<file path="src/rtl/perceptron_pkg.sv">
// rtl/perceptron_pkg.sv - shared types, defaults and arithmetic helpers for the perceptron controller
package perceptron_pkg;

    localparam int N_FEAT_DEF = 8;
    localparam int W_W_DEF    = 6;

    typedef enum logic [2:0] {
        ST_IDLE,
        ST_ACCUM,
        ST_DECIDE,
        ST_UPDATE,
        ST_RESP
    } state_e;

    // Widest sum is N_FEAT weights plus the bias, so one extra bit per doubling of terms.
    function automatic int acc_width(input int w_w, input int n_feat);
        return w_w + $clog2(n_feat + 1);
    endfunction

    function automatic int sat_step(input int val, input logic up, input int w_w);
        int hi;
        int lo;
        hi = (1 << (w_w - 1)) - 1;
        lo = -(1 << (w_w - 1));
        if (up) begin
            return (val >= hi) ? hi : val + 1;
        end
        return (val <= lo) ? lo : val - 1;
    endfunction

endpackage

</file>
<file path="src/rtl/perceptron_weight_bank.sv">
// rtl/perceptron_weight_bank.sv - weight and bias registers with saturating +/-1 update port
module perceptron_weight_bank
    import perceptron_pkg::*;
#(
    parameter int N_FEAT = N_FEAT_DEF,
    parameter int W_W    = W_W_DEF,
    parameter int IDX_W  = $clog2(N_FEAT),
    parameter int SEL_W  = $clog2(N_FEAT) + 1
) (
    input  logic                    clk,
    input  logic                    rst_n,
    input  logic                    clr_i,
    input  logic                    upd_w_i,
    input  logic                    upd_b_i,
    input  logic                    up_i,
    input  logic [IDX_W-1:0]        idx_i,
    input  logic [SEL_W-1:0]        sel_i,
    output logic signed [W_W-1:0]   w_idx_o,
    output logic signed [W_W-1:0]   bias_o,
    output logic signed [W_W-1:0]   w_sel_o
);

    localparam logic [SEL_W-1:0] BIAS_IX = SEL_W'(N_FEAT);

    // Entry N_FEAT holds the bias so the readout select can reach it directly.
    logic signed [W_W-1:0] w_q [N_FEAT+1];
    logic [SEL_W-1:0]      idx_ext;

    assign idx_ext = SEL_W'(idx_i);
    assign w_idx_o = w_q[idx_ext];
    assign bias_o  = w_q[BIAS_IX];
    assign w_sel_o = (sel_i <= BIAS_IX) ? w_q[sel_i] : '0;

    always_ff @(posedge clk or negedge rst_n) begin
        if (!rst_n) begin
            for (int k = 0; k <= N_FEAT; k++) begin
                w_q[k] <= '0;
            end
        end else if (clr_i) begin
            for (int k = 0; k <= N_FEAT; k++) begin
                w_q[k] <= '0;
            end
        end else begin
            if (upd_w_i) begin
                w_q[idx_ext] <= W_W'(sat_step(int'(w_q[idx_ext]), up_i, W_W));
            end
            if (upd_b_i) begin
                w_q[BIAS_IX] <= W_W'(sat_step(int'(w_q[BIAS_IX]), up_i, W_W));
            end
        end
    end

endmodule

</file>
<file path="src/rtl/perceptron_train_ctrl.sv">
// rtl/perceptron_train_ctrl.sv - sequencer running serial accumulate, decision and perceptron update
module perceptron_train_ctrl
    import perceptron_pkg::*;
#(
    parameter int N_FEAT = N_FEAT_DEF,
    parameter int W_W    = W_W_DEF,
    parameter int THRESH = 0
) (
    input  logic                       clk,
    input  logic                       rst_n,
    input  logic                       in_valid,
    output logic                       in_ready,
    input  logic [N_FEAT-1:0]          in_x,
    input  logic                       in_label,
    input  logic                       in_train,
    output logic                       out_valid,
    input  logic                       out_ready,
    output logic                       out_class,
    output logic                       out_error,
    input  logic                       clear_weights,
    output logic                       busy,
    output logic [7:0]                 err_count,
    input  logic [$clog2(N_FEAT):0]    w_sel,
    output logic [W_W-1:0]             w_rd
);

    localparam int ACC_W = acc_width(W_W, N_FEAT);
    localparam int IDX_W = $clog2(N_FEAT);
    localparam int SEL_W = $clog2(N_FEAT) + 1;
    localparam logic signed [ACC_W-1:0] THR  = ACC_W'(THRESH);
    localparam logic [IDX_W-1:0]        LAST = IDX_W'(N_FEAT - 1);

    state_e                   state_q;
    logic [N_FEAT-1:0]        x_q;
    logic                     label_q;
    logic                     train_q;
    logic signed [ACC_W-1:0]  acc_q;
    logic signed [ACC_W-1:0]  acc_d;
    logic [IDX_W-1:0]         idx_q;
    logic [7:0]               err_cnt_q;
    logic                     out_valid_q;
    logic                     out_class_q;
    logic                     out_error_q;

    logic                     accept;
    logic                     clr;
    logic                     upd_w;
    logic                     upd_b;
    logic                     cls_d;
    logic                     err_d;
    logic signed [W_W-1:0]    w_cur;
    logic signed [W_W-1:0]    bias;
    logic signed [W_W-1:0]    w_sel_val;

    perceptron_weight_bank #(
        .N_FEAT (N_FEAT),
        .W_W    (W_W),
        .IDX_W  (IDX_W),
        .SEL_W  (SEL_W)
    ) u_bank (
        .clk     (clk),
        .rst_n   (rst_n),
        .clr_i   (clr),
        .upd_w_i (upd_w),
        .upd_b_i (upd_b),
        .up_i    (label_q),
        .idx_i   (idx_q),
        .sel_i   (w_sel),
        .w_idx_o (w_cur),
        .bias_o  (bias),
        .w_sel_o (w_sel_val)
    );

    // clear_weights takes priority over an offered sample in the same cycle.
    always_comb begin
        accept = (state_q == ST_IDLE) && in_valid && !clear_weights;
        clr    = (state_q == ST_IDLE) && clear_weights;
        upd_w  = (state_q == ST_UPDATE) && x_q[idx_q];
        upd_b  = (state_q == ST_UPDATE) && (idx_q == '0);
        acc_d  = acc_q;
        if (x_q[idx_q]) begin
            acc_d = acc_q + ACC_W'(w_cur);
        end
        cls_d  = (acc_q >= THR);
        err_d  = train_q && (cls_d != label_q);
    end

    always_ff @(posedge clk or negedge rst_n) begin
        if (!rst_n) begin
            state_q     <= ST_IDLE;
            x_q         <= '0;
            label_q     <= 1'b0;
            train_q     <= 1'b0;
            acc_q       <= '0;
            idx_q       <= '0;
            err_cnt_q   <= '0;
            out_valid_q <= 1'b0;
            out_class_q <= 1'b0;
            out_error_q <= 1'b0;
        end else begin
            case (state_q)
                ST_IDLE: begin
                    if (clr) begin
                        err_cnt_q <= '0;
                    end else if (accept) begin
                        x_q     <= in_x;
                        label_q <= in_label;
                        train_q <= in_train;
                        acc_q   <= ACC_W'(bias);
                        idx_q   <= '0;
                        state_q <= ST_ACCUM;
                    end
                end
                ST_ACCUM: begin
                    acc_q <= acc_d;
                    if (idx_q == LAST) begin
                        idx_q   <= '0;
                        state_q <= ST_DECIDE;
                    end else begin
                        idx_q <= idx_q + 1'b1;
                    end
                end
                ST_DECIDE: begin
                    out_class_q <= cls_d;
                    out_error_q <= err_d;
                    out_valid_q <= !err_d;
                    state_q     <= err_d ? ST_UPDATE : ST_RESP;
                end
                ST_UPDATE: begin
                    if ((idx_q == '0) && (err_cnt_q != 8'hFF)) begin
                        err_cnt_q <= err_cnt_q + 8'd1;
                    end
                    if (idx_q == LAST) begin
                        idx_q       <= '0;
                        out_valid_q <= 1'b1;
                        state_q     <= ST_RESP;
                    end else begin
                        idx_q <= idx_q + 1'b1;
                    end
                end
                ST_RESP: begin
                    if (out_ready) begin
                        out_valid_q <= 1'b0;
                        state_q     <= ST_IDLE;
                    end
                end
                default: state_q <= ST_IDLE;
            endcase
        end
    end

    assign in_ready  = (state_q == ST_IDLE) && !clear_weights;
    assign busy      = (state_q != ST_IDLE);
    assign out_valid = out_valid_q;
    assign out_class = out_class_q;
    assign out_error = out_error_q;
    assign err_count = err_cnt_q;
    assign w_rd      = w_sel_val;

endmodule

</file>
<file path="config.mk">
export PLATFORM = sky130hd
export DESIGN_NAME = perceptron_train_ctrl
export DESIGN_NICKNAME = d
export VERILOG_FILES = /design/src/rtl/perceptron_pkg.sv /design/src/rtl/perceptron_weight_bank.sv /design/src/rtl/perceptron_train_ctrl.sv
export SDC_FILE = /design/constraint.sdc
export NUM_CORES = 1
export LEC_CHECK = 0
export BUFFER_PORTS_ARGS = -buffer_cell sky130_fd_sc_hd__buf_2
export CAP_MARGIN = 5
export CORE_MARGIN = 3
export CORE_UTILIZATION = 40
export CTS_BUF_LIST = sky130_fd_sc_hd__clkbuf_8 sky130_fd_sc_hd__clkbuf_16
export DETAILED_ROUTE_END_ITERATION = 16
export GPL_TIMING_DRIVEN = 0
export HOLD_SLACK_MARGIN = 0.02
export REMOVE_ABC_BUFFERS = 1
export SLEW_MARGIN = 20
export SYNTH_ARGS = -nofsm -noshare
export SYNTH_HDL_FRONTEND = slang
export SYNTH_SLANG_ARGS = --single-unit
</file>
<file path="constraint.sdc">
create_clock -name clk -period 5.3 [get_ports clk]
set_clock_uncertainty 0.15 [all_clocks]
set_input_delay 1.06 -clock clk [delete_from_list [all_inputs] [get_ports clk]]
set_output_delay 1.06 -clock clk [all_outputs]
set_load 0.02 [all_outputs]
</file>
==> key figures, run 1 <==
Synth
  • Post-Syn Instances: 603
  • Top post-synthesis cells by area: dfrtp_1 (39%), mux4_2 (6.6%), nand3_1 (5.6%), mux2i_1 (4.7%), o21ai_0 (4.4%)
  • Cell with the most instances after synthesis: dfrtp_1
  • Syn Area/Cell: ~9.6 um^2
  • Yosys top cell area share: between 30% and 40%
  • #FFs+latches synth: 91
  • Distinct cell type count after synthesis: 64
  • YS warnings: 0
  • Asr flop ratio synth: between 90% and 100%
  • Synth cell count leaders: dfrtp_1 (91), nand3_1 (65), o21ai_0 (51), nand2_1 (37), nor2_1 (34)
  • EDFF count, synth: 0
  • Sequential fraction of the synthesis area: about two fifths
  • Post-synthesis cell area: slightly below 0.006 mm^2
  • Post-synth top area cell: dfrtp_1
  • Top_reg_cell synth: dfrtp_1

Setup path
  • Critical path, cell by cell: clkinv_1 -> a21oi_1 -> and2_1 -> inv_1 -> ha_1 -> fa_1 -> a21o_1 -> a21oi_1 -> o21bai_1 -> a2111oi_0 -> nor3_1 -> xnor2_1 -> o21ai_0
  • Crit path depth: 13
  • Critical path's top delay family: compound AO/OA/AOI/OAI gates
  • Most common cell on crit path: a21oi_1
  • Worst path arrival time: roughly 4400 ps
  • Slowest cell on crit path: dfrtp_1
  • WP data required: between 5000 and 6000 ps
  • Slowest stage delay, CP: 900 ps
  • Crit. End Element: flip-flop
  • CP Buf/Inv Count: 2
  • Worst reg-to-reg path cell count: 13
  • Max FO, Critical Path: 23
  • Setup CP Type: flip-flop to flip-flop
  • CP Launch Type: flip-flop

STA
  • Final Cycle Share: 81.27%
  • Final setup fails: 0
  • Setup TNS: 0 ps
  • Slew Viols, Final: 0
  • Slew @ Worst Pin: a little under 1000 ps
  • Final Hold Viols: 0
  • Final WS setup: between 900 and 1000 ps
  • RSZ-0062 raised after global routing: no
  • Crit path time final: ~4300 ps
  • Relative slew slack: between 30% and 40%
  • Fmax: approximately 230 MHz

Die
  • Die width: approximately 130 um
  • Starting Density: between 40% and 50%
  • Die ar.: 0.01596 mm^2
  • Row count: 43
  • Die H: around 130 um
  • IO Count: 38
  • Core box area: 0.01404 mm^2

Clock tree
  • Clk sinks: 91
  • H-Tree Level Count: 3
  • Post-CTS Resized: 0
  • Root Driver: clkbuf_16
  • Clock Latency Late Sink: about 350 ps
  • CTS Buf Count: 9
  • # Post-CTS Setup Buffers: 0
  • CTS tree: built
  • Clk pin slew, worst setup/hold paths: 60 ps
  • Clock Tree Buf Depth: 2
  • Cts hold-fix bufs: 0

Cells and area
  • Utilization after layout: between 40% and 50%
  • N_diodes: 0
  • # nets final: between 600 and 700
  • Layout cell share with drive strength beyond 1: between 15 and 20%
  • Area Growth Syn to Fin: 10.15%

Job
  • Max cap viols: 0

Global route
  • GRT busiest layer: met2
  • Met3 Usage GRT: 3.663%
  • Initial antenna violation count: 0
  • GRT met1 Usage: roughly 26%
  • Remaining global-route overflow: 0
  • First-pass GRT wire length: ~24000 um
  • Gr usage total: between 10% and 20%
  • Met2 Resource Use GR: a little under a third
  • Number of global-route vias before repair: between 4000 and 5000
  • Largest net degree at the start of global routing: 57

Drt
  • DRC Markers: 0
  • Detail Route Antenna Nets: 0
  • Wire length per cell after detailed routing: between 15 and 20 um
  • Routed vias: 4660
  • First-pass DRT Iterations: 6
  • 1st-iter DRT viols: between 300 and 400
  • Vias/cell: 5.832
  • Final wirelength: around 15000 um

Worst hold path
  • HP Class: flip-flop to flip-flop
  • Hold Path Depth: 1

Pwr
  • Worst vdd ir: 0.2366 mV
  • P_leak: 2.748 nW
  • Final Power: about 3.5 mW
  • Power Dens Cells: 548.5 mW/mm^2

Placement
  • IO buf count: 37
  • Post-placement setup slack: around 1000 ps
  • Final GP Congestion: between 0.8 and 0.9
  • DP HPWL: roughly 11000 um

Status
  • Outcome: finished clean
==> cell type report <==
class                      instances  area, um^2
tap                              180       225.2
fill                            1339        7661
clock inverter                     6       65.06
multi-input combinational        451        3254
sequential                        91        2278
timing repair buffer              39       246.5
clock buffer                       9       225.2
inverter                          23       86.33
==> worst paths after layout <==
kind / startpoint / end / slack [ps]
worst max-delay path: idx_q[1] / acc_q[8] / 990
worst min-delay path: train_q / train_q / 370
worst max register to register: idx_q[1] / acc_q[8] / 990
worst min register to register: train_q / train_q / 370
max in group asynchronous: rst_n / idx_q[2] / 3950
min in group asynchronous: rst_n / u_bank.bias_o[1] / 450
==> power breakdown <==
group	internal, mW	total [mW]	leakage (nW)	switching, mW
registers	0.857	1.12	1.21	0.267
clock network	0.365	0.649	0.142	0.284
logic	0.721	1.73	1.39	1.01
total	1.94	3.50	2.75	1.56
==> registers in the layout (all words and copies together), names as in the netlist <==
register and count:
u_bank.w_q 48, label_q 1, idx_q 3, err_count 8
x_q 8, out_valid 1, out_error 1, out_class 1
state_q 3, u_bank.bias_o 6, acc_q 10, train_q 1
==> kinds of logic (layout without fill, tap and decap cells) <==
kind of cell	after synthesis	after routing	synth area share (%)
XOR/XNOR	19	19	2.873
AO/OA/AOI/OAI	155	155	16.72
multiplexers	64	64	15.16
buffers and inverters	61	77	4.600
adder cells (fa/ha/maj)	19	19	4.233
AND/OR/NAND/NOR	194	194	17.11
flip-flops	91	91	39.31
==> per-layer routing <==
metal	routed length, um	vias to the layer above
li1	-	2252
met1	6787	2301
met2	7069	98
met3	591	9
met4	166	0
met5	0	-
==> metrics by stage <==
stage	std cells	hold slack, ps	area (um^2)
after floorplan	565	320.7	5613
after global placement	782	340.6	6023
after detailed placement	784	352.8	6088
after CTS	799	367.0	6379
after global routing	799	381.5	6381
final	799	365.7	6381
==> cells in the final DEF, fill, tap and decap left out, types with 9 or more instances in the layout <==
cell type / count
mux2_2: 20
dfrtp_1: 90
o21ai_0: 51
nor2_1: 33
ha_1: 18
nand2_1: 36
o21ai_1: 16
nand3_1: 65
mux4_2: 17
buf_2: 36
a21oi_1: 31
nor3_1: 11
mux2i_1: 27
xnor2_1: 14
inv_1: 20
clkbuf_16: 9
o31ai_1: 13
(Power assumes the default switching activity.)
==> run 2, diff against run 1 <==
==> constraint.sdc (replaced) <==
create_clock -name clk -period 3.5 [get_ports clk]
set_clock_uncertainty 0.15 [all_clocks]
set_input_delay 0.7 -clock clk [delete_from_list [all_inputs] [get_ports clk]]
set_output_delay 0.7 -clock clk [all_outputs]
set_load 0.02 [all_outputs]
==> run 2 against run 1 <==
Net effect:
- worst hold slack got worse by 270 ps
- total power increased by 63%
- sequential power grew 49%
- critical endpoint is now acc_q[9]
- highest routed layer unchanged
==> key figures, run 2 (synthesized netlist as in run 1, its figures left out) <==
STA
  • Setup TNS: 0 ps
  • Final Hold Viols: 0
  • Slew Viols, Final: 0
  • Crit path time final: around 3400 ps
  • Slew @ Worst Pin: about 1000 ps
  • Final setup fails: 0
  • Fmax: a little under 300 MHz
  • Relative slew slack: around a third
  • Final Cycle Share: 95.96%
  • RSZ-0062 raised after global routing: yes

Pwr
  • Worst vdd ir: ~0.38 mV
  • Power Dens Cells: 850.0 mW/mm^2
  • Final Power: between 5 and 6 mW
  • P_leak: 2.891 nW

Setup path
  • CP Launch Type: flip-flop
  • Reg-to-reg setup timing slack: approximately 140 ps
  • Crit. End Element: flip-flop
  • Worst r2r src: idx_q[2]
  • Worst Setup SP: idx_q[2]
  • Worst reg-to-reg path cell count: 12
  • WP data required: roughly 3600 ps
  • Worst path arrival time: between 3000 and 4000 ps
  • Critical Path Sink: acc_q[9]
  • Worst R2R End: acc_q[9]
  • Max FO, Critical Path: 10
  • Setup CP Type: flip-flop to flip-flop

Drt
  • DRC Markers: 0
  • Vias/cell: around 6
  • Wire length per cell after detailed routing: around 19 um
  • WL met1: a little under 7000 um
  • WL met3: 713 um
  • Met2 routed WL: 7510 um
  • First-pass DRT Iterations: 6
  • Routed vias: between 4000 and 5000
  • Detail Route Antenna Nets: 0
  • Highest metal used: met4
  • 1st-iter DRT viols: 289
  • Final wirelength: roughly 15000 um

Clock tree
  • Clock Tree Buf Depth: 2
  • Root Driver: clkbuf_16
  • Clock Latency Late Sink: between 300 and 400 ps
  • Clk sinks: a little over 90
  • CTS Buf Count: 9
  • CTS tree: built
  • Clk pin slew, worst setup/hold paths: approximately 70 ps
  • H-Tree Level Count: 3

Cells and area
  • Max reg flops: 48
  • Utilization after layout: around 48%
  • Layout cell share with drive strength beyond 1: a little under a quarter
  • N_diodes: 0
  • Largest reg by FF count: u_bank.w_q
  • Final Non-Filler Cells: 822
  • Area Growth Syn to Fin: 16.07%
  • Most frequent cells in the layout: dfrtp_1 (88), nand3_1 (65), o21ai_0 (49), nand2_1 (36), buf_2 (36)
  • Biggest regs: u_bank.w_q: 48 flops, acc_q: 10 flops
  • Most common cell after layout, fill and taps aside: dfrtp_1
  • # nets final: slightly below 700

Die
  • Die width: 126.3 um
  • Starting Density: roughly 41%
  • Row count: 43
  • Die ar.: 0.01596 mm^2
  • Core box area: ~0.014 mm^2
  • Die H: ~130 um
  • IO Count: 38

Placement
  • Inst Count DP: ~780
  • IO buf count: 37
  • Final GP Congestion: between 0.8 and 0.9
  • DP HPWL: approximately 11000 um

Status
  • Outcome: finished clean

Global route
  • First-pass GRT wire length: about 25000 um
  • Largest net degree at the start of global routing: 57
  • Initial antenna violation count: 0
  • Remaining global-route overflow: 0
  • Gr usage total: around a fifth
  • Number of global-route vias before repair: 4703

Worst hold path
  • HP Class: input pin to asynchronous set/reset pin

Job
  • Max cap viols: 0
==> run 2: cell types whose count changed in the layout (fill, tap and decap cells not counted), sizes merged <==
cell / previous run / this run
buf: 39 / 61
clkinv: 4 / 3
clkinvlp: 1 / 2
clkbuf: 9 / 10
==> run 2: routing by layer <==
metal | vias to the layer above | GRT usage [%]
li1 | 2302 | -
met1 | 2399 | 25.68
met2 | 122 | 32.16
met3 | 23 | 3.832
met4 | 0 | 5.994
met5 | - | 0
==> run 2: timing repair <==
item | in CTS | in global routing
setup endpoints to repair | 46 | 27
buffers inserted | 6 | 17
hold buffers | 0 | 0
gates resized for setup | 11 | 25
pin swaps | 2 | 12
==> run 2: cell type report <==
class	instances	area [um^2]
Sequential cell	91	2286
Timing Repair Buffer	62	462.9
Tap cell	180	225.2
Multi-Input combinational cell	451	3366
Clock inverter	6	65.06
Fill cell	1298	7318
Clock buffer	9	225.2
Inverter	23	93.84
==> run 2: worst min-delay path by stage <==
stage                 start                to  slack [ps]  depth (start not counted)
floorplan             rst_n          acc_q[0]         250                          0
CTS                   rst_n  u_bank.bias_o[1]         100                          1
global placement    train_q           train_q         340                          1
detailed placement  train_q           train_q         350                          1
global route          rst_n    u_bank.w_q[34]         110                          1
finish                rst_n  u_bank.bias_o[1]         100                          1
==> run 2: report_power, final <==
part           leakage, nW  total (mW)  internal, mW  switching (mW)
Clock                0.142       0.981         0.552           0.428
Combinational         1.54        3.07          1.35            1.72
Sequential            1.21        1.67          1.31           0.361
Total                 2.89        5.72          3.21            2.51
==> run 2: worst max-delay path, stage by stage, from the launching register on <==
cell and delay (ps):
dfrtp_4 580, buf_12 190, mux2i_1 130, mux4_2 530
inv_4 100, ha_1 240, a21oi_2 160, o211ai_1 130
o41ai_2 410, o21ai_1 130, xnor2_1 230, a21boi_1 90
a2bb2oi_1 150
==> run 2: per-stage QoR <==
| step | instance area (um^2) | setup slack [ps] | hold slack [ps] |
|---|---|---|---|
| 2_1_floorplan | 5613 | -365.2 | 254.4 |
| 5_1_grt | 6724 | -33.91 | 110.2 |
| 6_report | 6724 | 141.3 | 95.11 |
| 3_3_place_gp | 6023 | -1055 | 340.6 |
| 3_5_place_dp | 6088 | -750.8 | 352.8 |
| 4_1_cts | 6469 | -31.89 | 100.1 |
==> run 3, diff against run 2 <==
--- a/config.mk
+++ b/config.mk
@@ -13,6 +13,7 @@
 export DETAILED_ROUTE_END_ITERATION = 16
 export GPL_TIMING_DRIVEN = 0
 export HOLD_SLACK_MARGIN = 0.02
+export MAX_ROUTING_LAYER = met4
 export REMOVE_ABC_BUFFERS = 1
 export SLEW_MARGIN = 20
 export SYNTH_ARGS = -nofsm -noshare
==> run 3 against run 2 <==
Net effect:
- utilization decreased by 0.74 points
- maximum frequency shrank 2.9%
- cell area is 1.5% lower
- count of clock-buffer cells in the layout is the same
- sequential cell count stayed put
- total power shrank 2.0%
- worst hold slack worse by 68 ps
- sequential power is essentially flat
- register-to-register slack worse by 99 ps
- non-clock buffer count is 13 lower
- cell count down 1.5%
- die area stayed put
- largest power group unchanged
==> key figures, run 3 (synthesized netlist as in run 1, its figures left out) <==
Drt
  • Vias/cell: around 5.9
  • Final wirelength: roughly 15000 um
  • Routed vias: between 4000 and 5000
  • Wire length per cell after detailed routing: around 19 um
  • DRC Markers: 0
  • Detail Route Antenna Nets: 0
  • First-pass DRT Iterations: 5
  • 1st-iter DRT viols: about 330

STA
  • Final WS setup: 42.68 ps
  • Relative slew slack: between 30 and 40%
  • Final Hold Viols: 0
  • Slew Viols, Final: 0
  • Final Cycle Share: a little over nine tenths
  • Fmax: around 290 MHz
  • Crit path time final: 3457 ps
  • Final setup fails: 0
  • Slew @ Worst Pin: approximately 1000 ps
  • RSZ-0062 raised after global routing: yes

Global route
  • Initial antenna violation count: 0
  • First-pass GRT wire length: ~24000 um
  • Remaining global-route overflow: 0
  • Number of global-route vias before repair: 4621
  • Gr usage total: about a fifth
  • Largest net degree at the start of global routing: between 70 and 80

Clock tree
  • CTS tree: built
  • H-Tree Level Count: 3
  • Cts hold-fix bufs: 0
  • Clk pin slew, worst setup/hold paths: 70 ps
  • Clock Latency Late Sink: roughly 350 ps
  • Clk sinks: a little over 90
  • Clock Tree Buf Depth: 2
  • Root Driver: clkbuf_16
  • CTS Buf Count: 9

Setup path
  • CP Launch Type: flip-flop
  • Critical path, cell by cell: buf_16 -> mux2i_4 -> o21ai_2 -> a21oi_2 -> and2_4 -> inv_1 -> ha_2 -> fa_2 -> a21o_1 -> a21oi_2 -> o21bai_2 -> a2111oi_2 -> nor3_1 -> xnor2_1 -> o21ai_1
  • Worst path arrival time: approximately 3500 ps
  • Crit. End Element: flip-flop
  • Critical path's top delay family: compound AO/OA/AOI/OAI gates
  • CP Buf/Inv Count: 2
  • Slowest cell on crit path: dfrtp_4
  • WP data required: 3590 ps
  • Max FO, Critical Path: 12
  • Most common cell on crit path: a21oi_2
  • Slowest stage delay, CP: about 480 ps
  • Setup CP Type: flip-flop to flip-flop

Cells and area
  • N_diodes: 0
  • Biggest regs: u_bank.w_q: 48 flops, acc_q: 10 flops
  • Max reg flops: 48
  • Fill cell count: roughly 1300
  • Final Non-Filler Cells: just over 800
  • Area Growth Syn to Fin: 14.28%
  • Most common cell after layout, fill and taps aside: dfrtp_1
  • Layout cell share with drive strength beyond 1: around 22%
  • Largest reg by FF count: u_bank.w_q
  • Most frequent cells in the layout: dfrtp_1 (88), nand3_1 (65), o21ai_0 (48), buf_2 (37), nand2_1 (36)
  • # nets final: approximately 660

Pwr
  • Sw Pwr: roughly 2.5 mW
  • Worst vdd ir: 0.3416 mV
  • Share of total power in combinational logic: roughly 53%
  • Clock share of power: between 10% and 20%
  • P_leak: 2.837 nW
  • Power Dens Cells: between 800 and 900 mW/mm^2
  • Flop pwr share: just under 30%
  • Sw Ratio: 44.38%
  • Internal power: around 3.1 mW

Die
  • Row count: 43
  • Die width: roughly 130 um
  • Core box area: 0.01404 mm^2
  • Die ar.: 0.01596 mm^2
  • Die H: about 130 um
  • Starting Density: approximately 41%
  • IO Count: 38

Placement
  • DP HPWL: between 10000 and 15000 um
  • Post-placement setup slack: -871.6 ps
  • Inst Count DP: 785
  • Final GP Congestion: ~0.9
  • IO buf count: 37

Status
  • Outcome: finished clean

Job
  • Max cap viols: 0

Worst hold path
  • HP Class: input pin to asynchronous set/reset pin
-- run 3: changes by cell type in the layout (fill, tap and decap cells not counted), moves of 2 or more --
cell      change
a221oi_2      -2
buf_12        -3
buf_4        -13
inv_8         +2
a221oi_1      +2
-- run 3: repair_timing --
item | CTS | global route
setup endpoints to repair | 45 | 20
gates resized for setup | 14 | 21
gates cloned | 0 | 1
pin swaps | 6 | 10
setup buffers | 3 | 5
-- run 3: area by class of cell --
type | count | area (um^2) | share of cell area (%)
clock inverters | 7 | 82.58 | 1.247
inverters | 23 | 91.34 | 1.380
flip-flops and latches | 91 | 2286 | 34.53
repair buffers | 49 | 360.3 | 5.443
well taps | 180 | 225.2 | 3.402
multi-input cells | 451 | 3349 | 50.60
clock buffers | 9 | 225.2 | 3.402
-- run 3: routing by layer --
metal,global-route usage [%],up-vias,wire [um]
met5,-,-,0
met4,4.164,0,257
met3,4.211,22,754
met2,31.41,157,7375
met1,25.94,2353,6901
li1,-,2267,-
-- run 3: power groups by stage --
stage / clock network, mW / logic [mW] / registers, mW
floorplan: 0 / 1.97 / 1.62
global placement: 0 / 2.52 / 1.71
detailed placement: 0 / 2.66 / 1.68
CTS: 1.04 / 2.77 / 1.65
global route: 1.09 / 3.24 / 1.69
finish: 1.01 / 2.95 / 1.64
-- run 3: final timing paths --
kind | startpoint | endpoint | slack, ps | cells past startpoint
min in group clk | acc_q[8] | acc_q[8] | 370 | 2
setup / recovery | idx_q[2] | acc_q[8] | 40 | 15
setup reg to reg | idx_q[2] | acc_q[8] | 40 | 15
hold / removal | rst_n | u_bank.w_q[16] | 30 | 1
hold reg to reg | acc_q[8] | acc_q[8] | 370 | 2
max in group asynchronous | rst_n | idx_q[1] | 2530 | 2
-- run 3: stage by stage --
step / instance area [um^2] / utilization, % / TNS [ps] / hold WS [ps] / power [mW]
finish: 6620 / 47.14 / 0 / 27.16 / 5.603
global route: 6620 / 47.14 / -191.0 / 24.87 / 6.017
CTS: 6485 / 46.18 / 0 / 25.18 / 5.458
detailed placement: 6116 / 43.55 / -12220 / 352.1 / 4.346
global placement: 6023 / 42.89 / -28180 / 338.9 / 4.222
floorplan: 5613 / - / -771.9 / 254.4 / 3.584
